<file path="config.mk">
export PLATFORM = sky130hd
export DESIGN_NAME = cheby_bus_initiator_flat
export DESIGN_NICKNAME = d
export VERILOG_FILES = /design/src/rtl/cheby_bus_initiator_pkg.sv /design/src/rtl/cheby_bus_initiator_if.sv /design/src/rtl/cheby_bus_initiator.sv /design/src/flat_wrapper.sv
export SDC_FILE = /design/constraint.sdc
export NUM_CORES = 1
export LEC_CHECK = 0
export CAP_MARGIN = 20
export CORE_ASPECT_RATIO = 1.25
export CORE_MARGIN = 5
export CORE_UTILIZATION = 34
export CTS_CLUSTER_SIZE = 20
export DETAILED_ROUTE_END_ITERATION = 6
export SETUP_SLACK_MARGIN = 0.15
export SYNTH_ARGS = -nofsm -noshare
export SYNTH_HDL_FRONTEND = slang
export SYNTH_SLANG_ARGS = --single-unit
export TNS_END_PERCENT = 30
</file>
<file path="constraint.sdc">
create_clock -name Clk -period 3 [get_ports Clk]
set_input_delay 0.6 -clock Clk [delete_from_list [all_inputs] [get_ports Clk]]
set_output_delay 0.6 -clock Clk [all_outputs]
set_load 0.05 [all_outputs]
</file>
<file path="src/rtl/cheby_bus_initiator_pkg.sv">
// Shared types for the Cheby bus initiator: FSM state encoding and the
// sizing helper for the Done-timeout counter.
package cheby_bus_initiator_pkg;

   typedef enum logic [2:0] {
      IDLE      = 3'd0,
      WR_FETCH  = 3'd1,
      WR_STROBE = 3'd2,
      WR_WAIT   = 3'd3,
      RD_STROBE = 3'd4,
      RD_WAIT   = 3'd5,
      RD_PUSH   = 3'd6,
      FINISH    = 3'd7
   } state_e;

   // Counter must be able to hold the timeout value itself.
   function automatic int timeout_cnt_width(input int timeout);
      return $clog2(timeout + 1);
   endfunction

endpackage

</file>
<file path="src/rtl/cheby_bus_initiator_if.sv">
// Signal bundle between the burst initiator, its local command/data agents
// and the Cheby memory-slave bus.
interface cheby_bus_initiator_if #(
   parameter int G_ADDR_WIDTH = 6,
   parameter int G_DATA_WIDTH = 32
);

   // cmd/wr/rd streams: a word moves on a rising edge where valid and ready
   // are both 1; valid holds its payload until then, ready never waits on valid.
   logic                    cmd_valid_i;
   logic                    cmd_ready_o;
   logic                    cmd_write_i;
   logic [G_ADDR_WIDTH-1:0] cmd_addr_i;
   logic [G_ADDR_WIDTH:0]   cmd_len_i;
   logic [G_DATA_WIDTH-1:0] wr_data_i;
   logic                    wr_valid_i;
   logic                    wr_ready_o;
   logic [G_DATA_WIDTH-1:0] rd_data_o;
   logic                    rd_valid_o;
   logic                    rd_ready_i;
   logic                    busy_o;
   logic                    done_o;
   logic                    error_o;
   logic [G_ADDR_WIDTH-1:0] VMEAddr;
   logic [G_DATA_WIDTH-1:0] VMEWrData;
   logic                    VMERdMem;
   logic                    VMEWrMem;
   logic [G_DATA_WIDTH-1:0] VMERdData;
   logic                    VMERdDone;
   logic                    VMEWrDone;

   modport master (
      input  cmd_valid_i, cmd_write_i, cmd_addr_i, cmd_len_i,
      input  wr_data_i, wr_valid_i, rd_ready_i,
      input  VMERdData, VMERdDone, VMEWrDone,
      output cmd_ready_o, wr_ready_o, rd_data_o, rd_valid_o,
      output busy_o, done_o, error_o,
      output VMEAddr, VMEWrData, VMERdMem, VMEWrMem
   );

   modport slave (
      output cmd_valid_i, cmd_write_i, cmd_addr_i, cmd_len_i,
      output wr_data_i, wr_valid_i, rd_ready_i,
      output VMERdData, VMERdDone, VMEWrDone,
      input  cmd_ready_o, wr_ready_o, rd_data_o, rd_valid_o,
      input  busy_o, done_o, error_o,
      input  VMEAddr, VMEWrData, VMERdMem, VMEWrMem
   );

endinterface

</file>
<file path="src/rtl/cheby_bus_initiator.sv">
// Burst master for the Cheby VME-style memory-slave port: runs a read or
// write burst as single-word strobe/done transactions with a Done timeout.
module cheby_bus_initiator
   import cheby_bus_initiator_pkg::*;
#(
   parameter int G_ADDR_WIDTH = 6,
   parameter int G_DATA_WIDTH = 32,
   parameter int G_TIMEOUT    = 255
) (
   input  logic                  Clk,
   input  logic                  rst_n,
   cheby_bus_initiator_if.master bus,
   output state_e                dbg_state_o
);

   localparam int AW = G_ADDR_WIDTH;
   localparam int LW = G_ADDR_WIDTH + 1;
   localparam int DW = G_DATA_WIDTH;
   localparam int CW = timeout_cnt_width(G_TIMEOUT);
   localparam logic [CW-1:0] TIMEOUT_LIMIT = CW'(G_TIMEOUT);

   state_e          state_q, state_d;
   logic [AW-1:0]   addr_q, addr_d;
   logic [LW-1:0]   rem_q, rem_d;
   logic [DW-1:0]   wdata_q, wdata_d;
   logic [DW-1:0]   rdata_q, rdata_d;
   logic [CW-1:0]   cnt_q, cnt_d;
   logic            abort_q, abort_d;

   logic            cmd_ready;
   logic            wr_ready;
   logic            rd_valid;
   logic            done_pulse;
   logic            error_pulse;
   logic            wr_mem;
   logic            rd_mem;
   logic [CW-1:0]   cnt_inc;
   logic            timed_out;
   logic            last_word;

   assign cnt_inc   = cnt_q + CW'(1);
   assign timed_out = (cnt_inc == TIMEOUT_LIMIT);
   assign last_word = (rem_q == LW'(1));

   always_ff @(posedge Clk or negedge rst_n) begin
      if (!rst_n) begin
         state_q <= IDLE;
         addr_q  <= '0;
         rem_q   <= '0;
         wdata_q <= '0;
         rdata_q <= '0;
         cnt_q   <= '0;
         abort_q <= 1'b0;
      end else begin
         state_q <= state_d;
         addr_q  <= addr_d;
         rem_q   <= rem_d;
         wdata_q <= wdata_d;
         rdata_q <= rdata_d;
         cnt_q   <= cnt_d;
         abort_q <= abort_d;
      end
   end

   always_comb begin
      state_d     = state_q;
      addr_d      = addr_q;
      rem_d       = rem_q;
      wdata_d     = wdata_q;
      rdata_d     = rdata_q;
      cnt_d       = cnt_q;
      abort_d     = abort_q;
      cmd_ready   = 1'b0;
      wr_ready    = 1'b0;
      rd_valid    = 1'b0;
      done_pulse  = 1'b0;
      error_pulse = 1'b0;
      wr_mem      = 1'b0;
      rd_mem      = 1'b0;

      unique case (state_q)
         IDLE: begin
            cmd_ready = 1'b1;
            abort_d   = 1'b0;
            if (bus.cmd_valid_i) begin
               addr_d = bus.cmd_addr_i;
               rem_d  = bus.cmd_len_i;
               if (bus.cmd_len_i == '0) begin
                  state_d = FINISH;
               end else if (bus.cmd_write_i) begin
                  state_d = WR_FETCH;
               end else begin
                  state_d = RD_STROBE;
               end
            end
         end

         WR_FETCH: begin
            wr_ready = 1'b1;
            if (bus.wr_valid_i) begin
               wdata_d = bus.wr_data_i;
               state_d = WR_STROBE;
            end
         end

         WR_STROBE: begin
            wr_mem  = 1'b1;
            cnt_d   = '0;
            state_d = WR_WAIT;
         end

         // A read ack here is not ours and simply ages the timeout.
         WR_WAIT: begin
            if (bus.VMEWrDone) begin
               addr_d  = addr_q + AW'(1);
               rem_d   = rem_q - LW'(1);
               state_d = last_word ? FINISH : WR_FETCH;
            end else if (timed_out) begin
               abort_d = 1'b1;
               state_d = FINISH;
            end else begin
               cnt_d = cnt_inc;
            end
         end

         RD_STROBE: begin
            rd_mem  = 1'b1;
            cnt_d   = '0;
            state_d = RD_WAIT;
         end

         RD_WAIT: begin
            if (bus.VMERdDone) begin
               rdata_d = bus.VMERdData;
               state_d = RD_PUSH;
            end else if (timed_out) begin
               abort_d = 1'b1;
               state_d = FINISH;
            end else begin
               cnt_d = cnt_inc;
            end
         end

         // The next strobe waits for the consumer, so backpressure stalls the bus.
         RD_PUSH: begin
            rd_valid = 1'b1;
            if (bus.rd_ready_i) begin
               addr_d  = addr_q + AW'(1);
               rem_d   = rem_q - LW'(1);
               state_d = last_word ? FINISH : RD_STROBE;
            end
         end

         FINISH: begin
            done_pulse  = !abort_q;
            error_pulse = abort_q;
            state_d     = IDLE;
         end

         default: begin
            state_d = IDLE;
         end
      endcase
   end

   assign bus.cmd_ready_o = cmd_ready;
   assign bus.wr_ready_o  = wr_ready;
   assign bus.rd_valid_o  = rd_valid;
   assign bus.rd_data_o   = rdata_q;
   assign bus.busy_o      = (state_q != IDLE);
   assign bus.done_o      = done_pulse;
   assign bus.error_o     = error_pulse;
   assign bus.VMEAddr     = addr_q;
   assign bus.VMEWrData   = wdata_q;
   assign bus.VMEWrMem    = wr_mem;
   assign bus.VMERdMem    = rd_mem;
   assign dbg_state_o     = state_q;

endmodule

</file>
<file path="src/flat_wrapper.sv">
// flat-port wrapper written by rule: the top's interface ports become plain ports
module cheby_bus_initiator_flat import cheby_bus_initiator_pkg::*;
#(
   parameter int G_ADDR_WIDTH = 6,
   parameter int G_DATA_WIDTH = 32,
   parameter int G_TIMEOUT    = 255
)
  (Clk, rst_n, dbg_state_o, bus_cmd_valid_i, bus_cmd_write_i, bus_cmd_addr_i, bus_cmd_len_i, bus_wr_data_i, bus_wr_valid_i, bus_rd_ready_i, bus_VMERdData, bus_VMERdDone, bus_VMEWrDone, bus_cmd_ready_o, bus_wr_ready_o, bus_rd_data_o, bus_rd_valid_o, bus_busy_o, bus_done_o, bus_error_o, bus_VMEAddr, bus_VMEWrData, bus_VMERdMem, bus_VMEWrMem);
  cheby_bus_initiator_if #(.G_ADDR_WIDTH(G_ADDR_WIDTH), .G_DATA_WIDTH(G_DATA_WIDTH)) bus_i ();
  input  logic Clk;
  input  logic rst_n;
  output state_e dbg_state_o;
  input wire logic [$bits(bus_i.cmd_valid_i)-1:0] bus_cmd_valid_i;
  input wire logic [$bits(bus_i.cmd_write_i)-1:0] bus_cmd_write_i;
  input wire logic [$bits(bus_i.cmd_addr_i)-1:0] bus_cmd_addr_i;
  input wire logic [$bits(bus_i.cmd_len_i)-1:0] bus_cmd_len_i;
  input wire logic [$bits(bus_i.wr_data_i)-1:0] bus_wr_data_i;
  input wire logic [$bits(bus_i.wr_valid_i)-1:0] bus_wr_valid_i;
  input wire logic [$bits(bus_i.rd_ready_i)-1:0] bus_rd_ready_i;
  input wire logic [$bits(bus_i.VMERdData)-1:0] bus_VMERdData;
  input wire logic [$bits(bus_i.VMERdDone)-1:0] bus_VMERdDone;
  input wire logic [$bits(bus_i.VMEWrDone)-1:0] bus_VMEWrDone;
  output wire logic [$bits(bus_i.cmd_ready_o)-1:0] bus_cmd_ready_o;
  output wire logic [$bits(bus_i.wr_ready_o)-1:0] bus_wr_ready_o;
  output wire logic [$bits(bus_i.rd_data_o)-1:0] bus_rd_data_o;
  output wire logic [$bits(bus_i.rd_valid_o)-1:0] bus_rd_valid_o;
  output wire logic [$bits(bus_i.busy_o)-1:0] bus_busy_o;
  output wire logic [$bits(bus_i.done_o)-1:0] bus_done_o;
  output wire logic [$bits(bus_i.error_o)-1:0] bus_error_o;
  output wire logic [$bits(bus_i.VMEAddr)-1:0] bus_VMEAddr;
  output wire logic [$bits(bus_i.VMEWrData)-1:0] bus_VMEWrData;
  output wire logic [$bits(bus_i.VMERdMem)-1:0] bus_VMERdMem;
  output wire logic [$bits(bus_i.VMEWrMem)-1:0] bus_VMEWrMem;
  assign bus_i.cmd_valid_i = bus_cmd_valid_i;
  assign bus_i.cmd_write_i = bus_cmd_write_i;
  assign bus_i.cmd_addr_i = bus_cmd_addr_i;
  assign bus_i.cmd_len_i = bus_cmd_len_i;
  assign bus_i.wr_data_i = bus_wr_data_i;
  assign bus_i.wr_valid_i = bus_wr_valid_i;
  assign bus_i.rd_ready_i = bus_rd_ready_i;
  assign bus_i.VMERdData = bus_VMERdData;
  assign bus_i.VMERdDone = bus_VMERdDone;
  assign bus_i.VMEWrDone = bus_VMEWrDone;
  assign bus_cmd_ready_o = bus_i.cmd_ready_o;
  assign bus_wr_ready_o = bus_i.wr_ready_o;
  assign bus_rd_data_o = bus_i.rd_data_o;
  assign bus_rd_valid_o = bus_i.rd_valid_o;
  assign bus_busy_o = bus_i.busy_o;
  assign bus_done_o = bus_i.done_o;
  assign bus_error_o = bus_i.error_o;
  assign bus_VMEAddr = bus_i.VMEAddr;
  assign bus_VMEWrData = bus_i.VMEWrData;
  assign bus_VMERdMem = bus_i.VMERdMem;
  assign bus_VMEWrMem = bus_i.VMEWrMem;
  cheby_bus_initiator #(.G_ADDR_WIDTH(G_ADDR_WIDTH), .G_DATA_WIDTH(G_DATA_WIDTH), .G_TIMEOUT(G_TIMEOUT)) u_core (.Clk(Clk), .rst_n(rst_n), .bus(bus_i), .dbg_state_o(dbg_state_o));
endmodule
</file>
==> metrics, run 1 <==
Synthesized Nets=443; buffers added on ports=165; Max Freq=357.5 MHz; worst clock skew=10.71 ps; number of standard cells in the layout, taps in and fillers out=686; RD Place Congestion=0.8412; total count of max-transition violations in the final report=0; depth of the worst register-to-register path=5; Worst path depth=4; cts bufs inserted=9; critical path class=reg2out; net count of the finished layout=606; maximum buffer depth of the clock tree=2; cells traversed along the worst timing path=buf_4 -> nand2_1 -> inv_1 -> clkdlybuf4s50_1; global-route layer with the greatest usage=met2; unrepaired setup endpoints after global routing=yes; EDFF count, synth=0; Die W=110.7 µm; static leakage=2.691 nW; Row Count=46; met1 demand-to-capacity share in global routing=17.46%; number of gates given a new drive strength after cts=0; die outline area=0.01505 mm²; worst path arrival time=2200 ps; Final min period=2797 ps; CTS clk-pin slew, worst paths=70 ps; latest clock arrival within the worst-skew pair=340 ps; cell type with the highest aggregate area in the netlist=sky130_fd_sc_hd__dfrtp_1; synthesized instance count=350; Distinct cells, synth=56; power per standard cell area=1306 mW/mm²; Final setup violation count=0; Detail Placement HPWL=8631 µm; worst path setup slack after routing=203.1 ps; final hold violation count=0; Synth Cell Area=0.004313 mm²; synthesis warning total=0; violation count after the first detailed-route iteration=98; hold crit path type=in2async; vias per inst=5.047; CP peak stage delay=790 ps; WP data required=2400 ps; routed length per instance=16.79 µm; worst relative slew slack=51.27%; maximum number of pins on one net before global-route repair=50; met2 global-route usage=26.52%; count leader, synth=sky130_fd_sc_hd__dfrtp_1; layout overhead on the synthesized area=48.56%; clk sink count=89; Fin Setup TNS=0 ps; Overall Global Routing Usage=15.72%; placeable core region=0.01255 mm²; Initial Util=34.37%; number of inserted filler cells in the final layout=1184; Worst Path Max Fanout=14; I/O pin count=166; share of Yosys cell area claimed by the top area cell type=51.64%; Slew @ Worst Pin=729.5 ps; run status=finished clean; most frequent cells after synthesis=sky130_fd_sc_hd__dfrtp_1 (89), sky130_fd_sc_hd__mux2_2 (65), sky130_fd_sc_hd__inv_1 (17), sky130_fd_sc_hd__buf_2 (15), sky130_fd_sc_hd__nor2b_1 (11); count of hold buffers inserted by post-cts repair=0; final critical-path share of the clock period=93.23%; top post-synthesis cells by area=sky130_fd_sc_hd__dfrtp_1 (52%), sky130_fd_sc_hd__mux2_2 (17%), sky130_fd_sc_hd__ha_1 (2.3%); worst vdd ir=0.6278 mV; critical path endpoint category=primary output; Congestion Overflow GR=0; initial antenna violation count=0; number of placed cells counting well taps=670; async set or reset register ratio after synthesis=100.0%; Vias=3462; ratio of cells with drive above 1 in the final layout=19.50%; average size of a mapped cell=12.32 µm²; Global Route met3 Usage=6.723%; FF+latch area=0.002227 mm²; number of remaining DRC errors=0; root buffer cell=sky130_fd_sc_hd__clkbuf_16; category of cells accounting for the largest share of critical-path delay=buffers and inverters; final WL=11520 µm; type of origin of the critical path=flip-flop; antenna-violating nets left=0; CTS tree=yes; number of iterations in the first detailed-routing pass=6; ant diodes=0; worst hold margin=239.2 ps; final cell area excluding filler cells=0.006407 mm²; Max H-tree Level=3; total of flip-flops plus latches after synthesis=89; first-pass GRT wire length=19090 µm; vias in the first global route=3770; Setup Buffers After CTS=0; prevailing post-synth register cell=sky130_fd_sc_hd__dfrtp_1; Area after DPL=0.006133 mm²; worst slack at placement=565.7 ps; combined area of the multi-input logic cells=0.001903 mm²; Buf+Inv Stages, Crit Path=3; portion of the post-synthesis area used by sequential elements=51.64%; Max Cap Violations=0; height of the die=135.9 µm; cell with the largest stage delay on the worst path=sky130_fd_sc_hd__clkdlybuf4s50_1
final timing paths:
| kind | from | to | slack, ps |
|---|---|---|---|
| max in group asynchronous | rst_n | u_core.bus.rd_data_o[3]$_DFFE_PN0P_ | 2100 |
| max | u_core.dbg_state_o[1]$_DFFE_PN0P_ | bus_rd_valid_o | 200 |
| min in group Clk | u_core.bus.VMEWrData[6]$_DFFE_PN0P_ | u_core.bus.VMEWrData[6]$_DFFE_PN0P_ | 500 |
| min reg2reg | u_core.bus.VMEWrData[6]$_DFFE_PN0P_ | u_core.bus.VMEWrData[6]$_DFFE_PN0P_ | 500 |
| max reg2reg | u_core.dbg_state_o[2]$_DFFE_PN0P_ | u_core.bus.VMEAddr[1]$_DFFE_PN0P_ | 750 |
| min | rst_n | u_core.bus.VMEAddr[4]$_DFFE_PN0P_ | 240 |
registers in the layout (all words and copies together), names as in the netlist:
register / count
u_core.abort_q: 1
u_core.bus.VMEAddr: 6
u_core.bus.VMEWrData: 32
u_core.bus.rd_data_o: 32
u_core.cnt_q: 8
u_core.dbg_state_o: 3
u_core.rem_q: 7
power breakdown:
group          internal, mW  switching, mW
Clock                 0.565          0.477
Combinational          1.96           3.18
Sequential             1.78          0.403
Total                  4.31           4.06
worst reg2reg max path, stage by stage, from the launching register on:
cell	delay [ps]
sky130_fd_sc_hd__dfrtp_1	610
sky130_fd_sc_hd__buf_4	250
sky130_fd_sc_hd__xor2_2	310
sky130_fd_sc_hd__nand2_1	350
sky130_fd_sc_hd__mux2_2	370
sky130_fd_sc_hd__mux2_2	260
layout by cell type, fill, tap and decap left out, drive strengths merged, types with 3 or more instances in the layout:
| cell type | n |
|---|---|
| nor3 | 8 |
| a2bb2oi | 7 |
| o22ai | 6 |
| inv | 19 |
| mux2i | 5 |
| a31oi | 6 |
| nand3 | 6 |
| o22a | 7 |
| ha | 8 |
| o2bb2ai | 6 |
| clkbuf | 10 |
| mux2 | 66 |
| buf | 14 |
| a21oi | 8 |
| dfrtp | 89 |
| clkdlybuf4s50 | 160 |
| a22o | 5 |
| o21ai | 10 |
| xor2 | 4 |
| nand3b | 3 |
| nor2b | 11 |
| and3 | 8 |
| nor2 | 7 |
| nand2 | 7 |
per-stage QoR:
stage / util (%) / total power [mW]
after floorplan: - / 5.715
after global placement: 48.88 / 7.324
after detailed placement: 48.88 / 7.378
after CTS: 51.05 / 8.471
after global routing: 51.07 / 8.869
final: 51.07 / 8.370
final cells by class:
type                            count  area share (%)
Sequential cell                    89           34.76
Tap cell                          168           3.281
Clock buffer                       10           3.574
Multi-Input combinational cell    221           29.70
Inverter                           17          0.9959
Timing Repair Buffer              175           27.03
Clock inverter                      6          0.6639
logic make-up (layout without fill, tap and decap cells):
group	count (synthesis)	count (layout)	share of synthesized area, %
adders and majority gates	8	8	2.321
and+or+nand+nor	65	65	8.849
buffers and inverters	40	208	4.352
DFF	89	89	51.64
AOI/OAI and AO/OA	73	73	13.46
xor gates and xnor gates	4	4	0.9866
muxes	71	71	18.39
metal layers:
metal / vias up / wire [µm] / part of all wire, %
met5: - / 0 / 0
met4: 0 / 312 / 2.7
met3: 21 / 956 / 8.3
met2: 120 / 5760 / 50
met1: 1705 / 4491 / 39
li1: 1616 / - / -
Note: power is estimated with default switching activity, not from simulation.
==> inputs of run 2 (changes only) <==
Settings changed: CORE_ASPECT_RATIO 1.25 to unset.
==> run 2 against run 1 <==
  * Routed wire length shrank 0.23%
  * Critical path type unchanged
  * Combinational power is essentially flat
  * Clock skew shrank 4.0 ps
  * Hold slack gained 40 ps
  * Global-route usage is essentially flat
  * Clock power grew 4%
  * Count of clock-buffer cells in the layout grew 2
  * Largest cell class unchanged
  * Fmax grew 2.8%
  * Register-to-register slack gained 30 ps
==> metrics, run 2 (synthesized netlist as in run 1, its figures left out) <==
run status=finished clean; Setup Buffers After CTS=0 (unchanged); number of iterations in the first detailed-routing pass=4 (-2); most common cell after layout, fill and taps aside=sky130_fd_sc_hd__clkdlybuf4s50_1; count of hold buffers inserted by post-cts repair=0 (unchanged); CTS clk-pin slew, worst paths=60 ps (about the same); ratio of cells with drive above 1 in the final layout=19.69% (+0.19 points); cells traversed along the worst timing path=nor2b_1 -> nand2_1 -> inv_1 -> clkdlybuf4s50_1; die outline area=0.01504 mm² (about the same); Vias=3412 (-1.4%); Fin Setup TNS=0 ps (unchanged); internal power=4.347 mW (+0.90%); maximum number of pins on one net before global-route repair=46 (-8.0%); vias in the first global route=3616 (-4.1%); antenna-violating nets left=0 (unchanged); initial antenna violation count=0 (unchanged); switching power=4.052 mW (-0.26%); Reg power frac=26.0% (about the same); unrepaired setup endpoints after global routing=no; worst path arrival time=2120 ps (-80 ps); total power=8.399 mW (+0.34%); cts bufs inserted=9 (unchanged); CTS tree=yes; Slew @ Worst Pin=728.6 ps (-0.8947 ps); Initial Util=34.46% (+0.082 points); RD Place Congestion=0.8706 (+3.5%); vias per inst=4.945 (-2.0%); number of inserted filler cells in the final layout=1184 (unchanged); Max H-tree Level=3 (unchanged); combinational power share=61.2% (-0.3 points); number of gates given a new drive strength after cts=0 (unchanged); Row Count=41 (-11%); WP data required=2400 ps (about the same); hold crit path type=in2async; number of remaining DRC errors=0 (unchanged); final hold violation count=0 (unchanged); placeable core region=0.01252 mm² (-0.24%); CP peak stage delay=800 ps (about the same); worst clock skew=6.742 ps (-3.972 ps); commonest cells after routing, fill and taps aside=sky130_fd_sc_hd__clkdlybuf4s50_1 (159), sky130_fd_sc_hd__dfrtp_1 (89), sky130_fd_sc_hd__mux2_2 (65), sky130_fd_sc_hd__inv_1 (17), sky130_fd_sc_hd__buf_4 (14); maximum buffer depth of the clock tree=2 (unchanged); ant diodes=0 (unchanged); Max Cap Violations=0 (unchanged); first-pass GRT wire length=18460 µm (-3.3%); type of origin of the critical path=flip-flop; Die W=122.6 µm (+11%); total count of max-transition violations in the final report=0 (unchanged); Detail Placement HPWL=8615 µm (-0.18%); I/O pin count=166 (unchanged); root buffer cell=sky130_fd_sc_hd__clkbuf_16; Worst Path Max Fanout=13 (-1); height of the die=122.6 µm (-9.8%); switching share of total power=48.24% (-0.29 points); final WL=11490 µm (-0.23%); buffers added on ports=165 (unchanged); power share of the clock group=12.9% (+0.5 points); static leakage=2.702 nW (+0.41%); Final min period=2721 ps (-76.09 ps); Max Freq=367.5 MHz (+2.8%); final critical-path share of the clock period=90.69% (-2.5 points); violation count after the first detailed-route iteration=162 (+65%); power per standard cell area=1308 mW/mm² (+0.12%); worst vdd ir=0.5350 mV (-15%); layout overhead on the synthesized area=48.88%; latest clock arrival within the worst-skew pair=340 ps (about the same); clk sink count=89 (unchanged); Final setup violation count=0 (unchanged); category of cells accounting for the largest share of critical-path delay=buffers and inverters; Congestion Overflow GR=0 (unchanged); cell with the largest stage delay on the worst path=sky130_fd_sc_hd__clkdlybuf4s50_1; Overall Global Routing Usage=15.68% (-0.042 points); routed length per instance=16.66 µm (-0.81%); critical path class=reg2out; worst relative slew slack=51.33% (+0.060 points); Buf+Inv Stages, Crit Path=2 (-1); critical path endpoint category=primary output; net count of the finished layout=606 (unchanged)
run 2: worst register-to-register path, stage by stage, from the launching register on:
cell                      delay, ps
sky130_fd_sc_hd__dfrtp_1        590
sky130_fd_sc_hd__buf_4          260
sky130_fd_sc_hd__xor2_1         180
sky130_fd_sc_hd__nor2b_1        620
sky130_fd_sc_hd__o21ai_0        190
sky130_fd_sc_hd__a22o_1         270
run 2: power groups by stage:
stage                     sequential (mW)  combinational [mW]  clock (mW)
after global routing                 2.27                5.43        1.15
after global placement               2.17                5.14           0
after CTS                            2.19                5.19        1.11
after floorplan                      3.88                1.84           0
after detailed placement             2.20                5.18           0
final                                2.18                5.14        1.08
run 2: path summary, 6_finish.rpt:
path	from	slack, ps	cells past startpoint	endpoint
setup / recovery	u_core.dbg_state_o[2]$_DFFE_PN0P_	280	4	bus_rd_valid_o
hold / removal	rst_n	280	1	u_core.bus.rd_data_o[13]$_DFFE_PN0P_
setup reg to reg	u_core.dbg_state_o[2]$_DFFE_PN0P_	780	5	u_core.cnt_q[4]$_DFFE_PN0P_
hold reg to reg	u_core.bus.VMEWrData[6]$_DFFE_PN0P_	490	1	u_core.bus.VMEWrData[6]$_DFFE_PN0P_
max in group asynchronous	rst_n	2060	2	u_core.bus.rd_data_o[22]$_DFFE_PN0P_
min in group Clk	u_core.bus.VMEWrData[6]$_DFFE_PN0P_	490	1	u_core.bus.VMEWrData[6]$_DFFE_PN0P_
run 2: through the flow:
stage          hold WS [ps]  instances  setup WS (ps)  utilization, %  instance area, µm²
6_report              279.4        690          279.2           51.30                6421
5_1_grt               326.8        690          185.8           51.30                6421
4_1_cts               291.9        690          229.1           51.28                6419
3_5_place_dp          485.9        674          600.9           49.02                6136
3_3_place_gp          478.3        674          615.1           49.02                6136
2_1_floorplan         304.4        350          202.1               -                4318
run 2: metal layers:
metal	GRT usage (%)	wire, µm
met5	0	0
met4	6.578	242
met3	5.161	778
met2	25.42	5650
met1	19.20	4822
run 2: final cells by class:
| class | instances | area (µm²) | share of cell area (%) |
|---|---|---|---|
| flip-flops and latches | 89 | 2227 | 34.68 |
| well taps | 172 | 215.2 | 3.352 |
| clock buffers | 12 | 256.5 | 3.995 |
| repair buffers | 175 | 1729 | 26.93 |
| clock inverters | 4 | 26.28 | 0.4092 |
| multi-input cells | 221 | 1903 | 29.64 |
| inverters | 17 | 63.81 | 0.9938 |
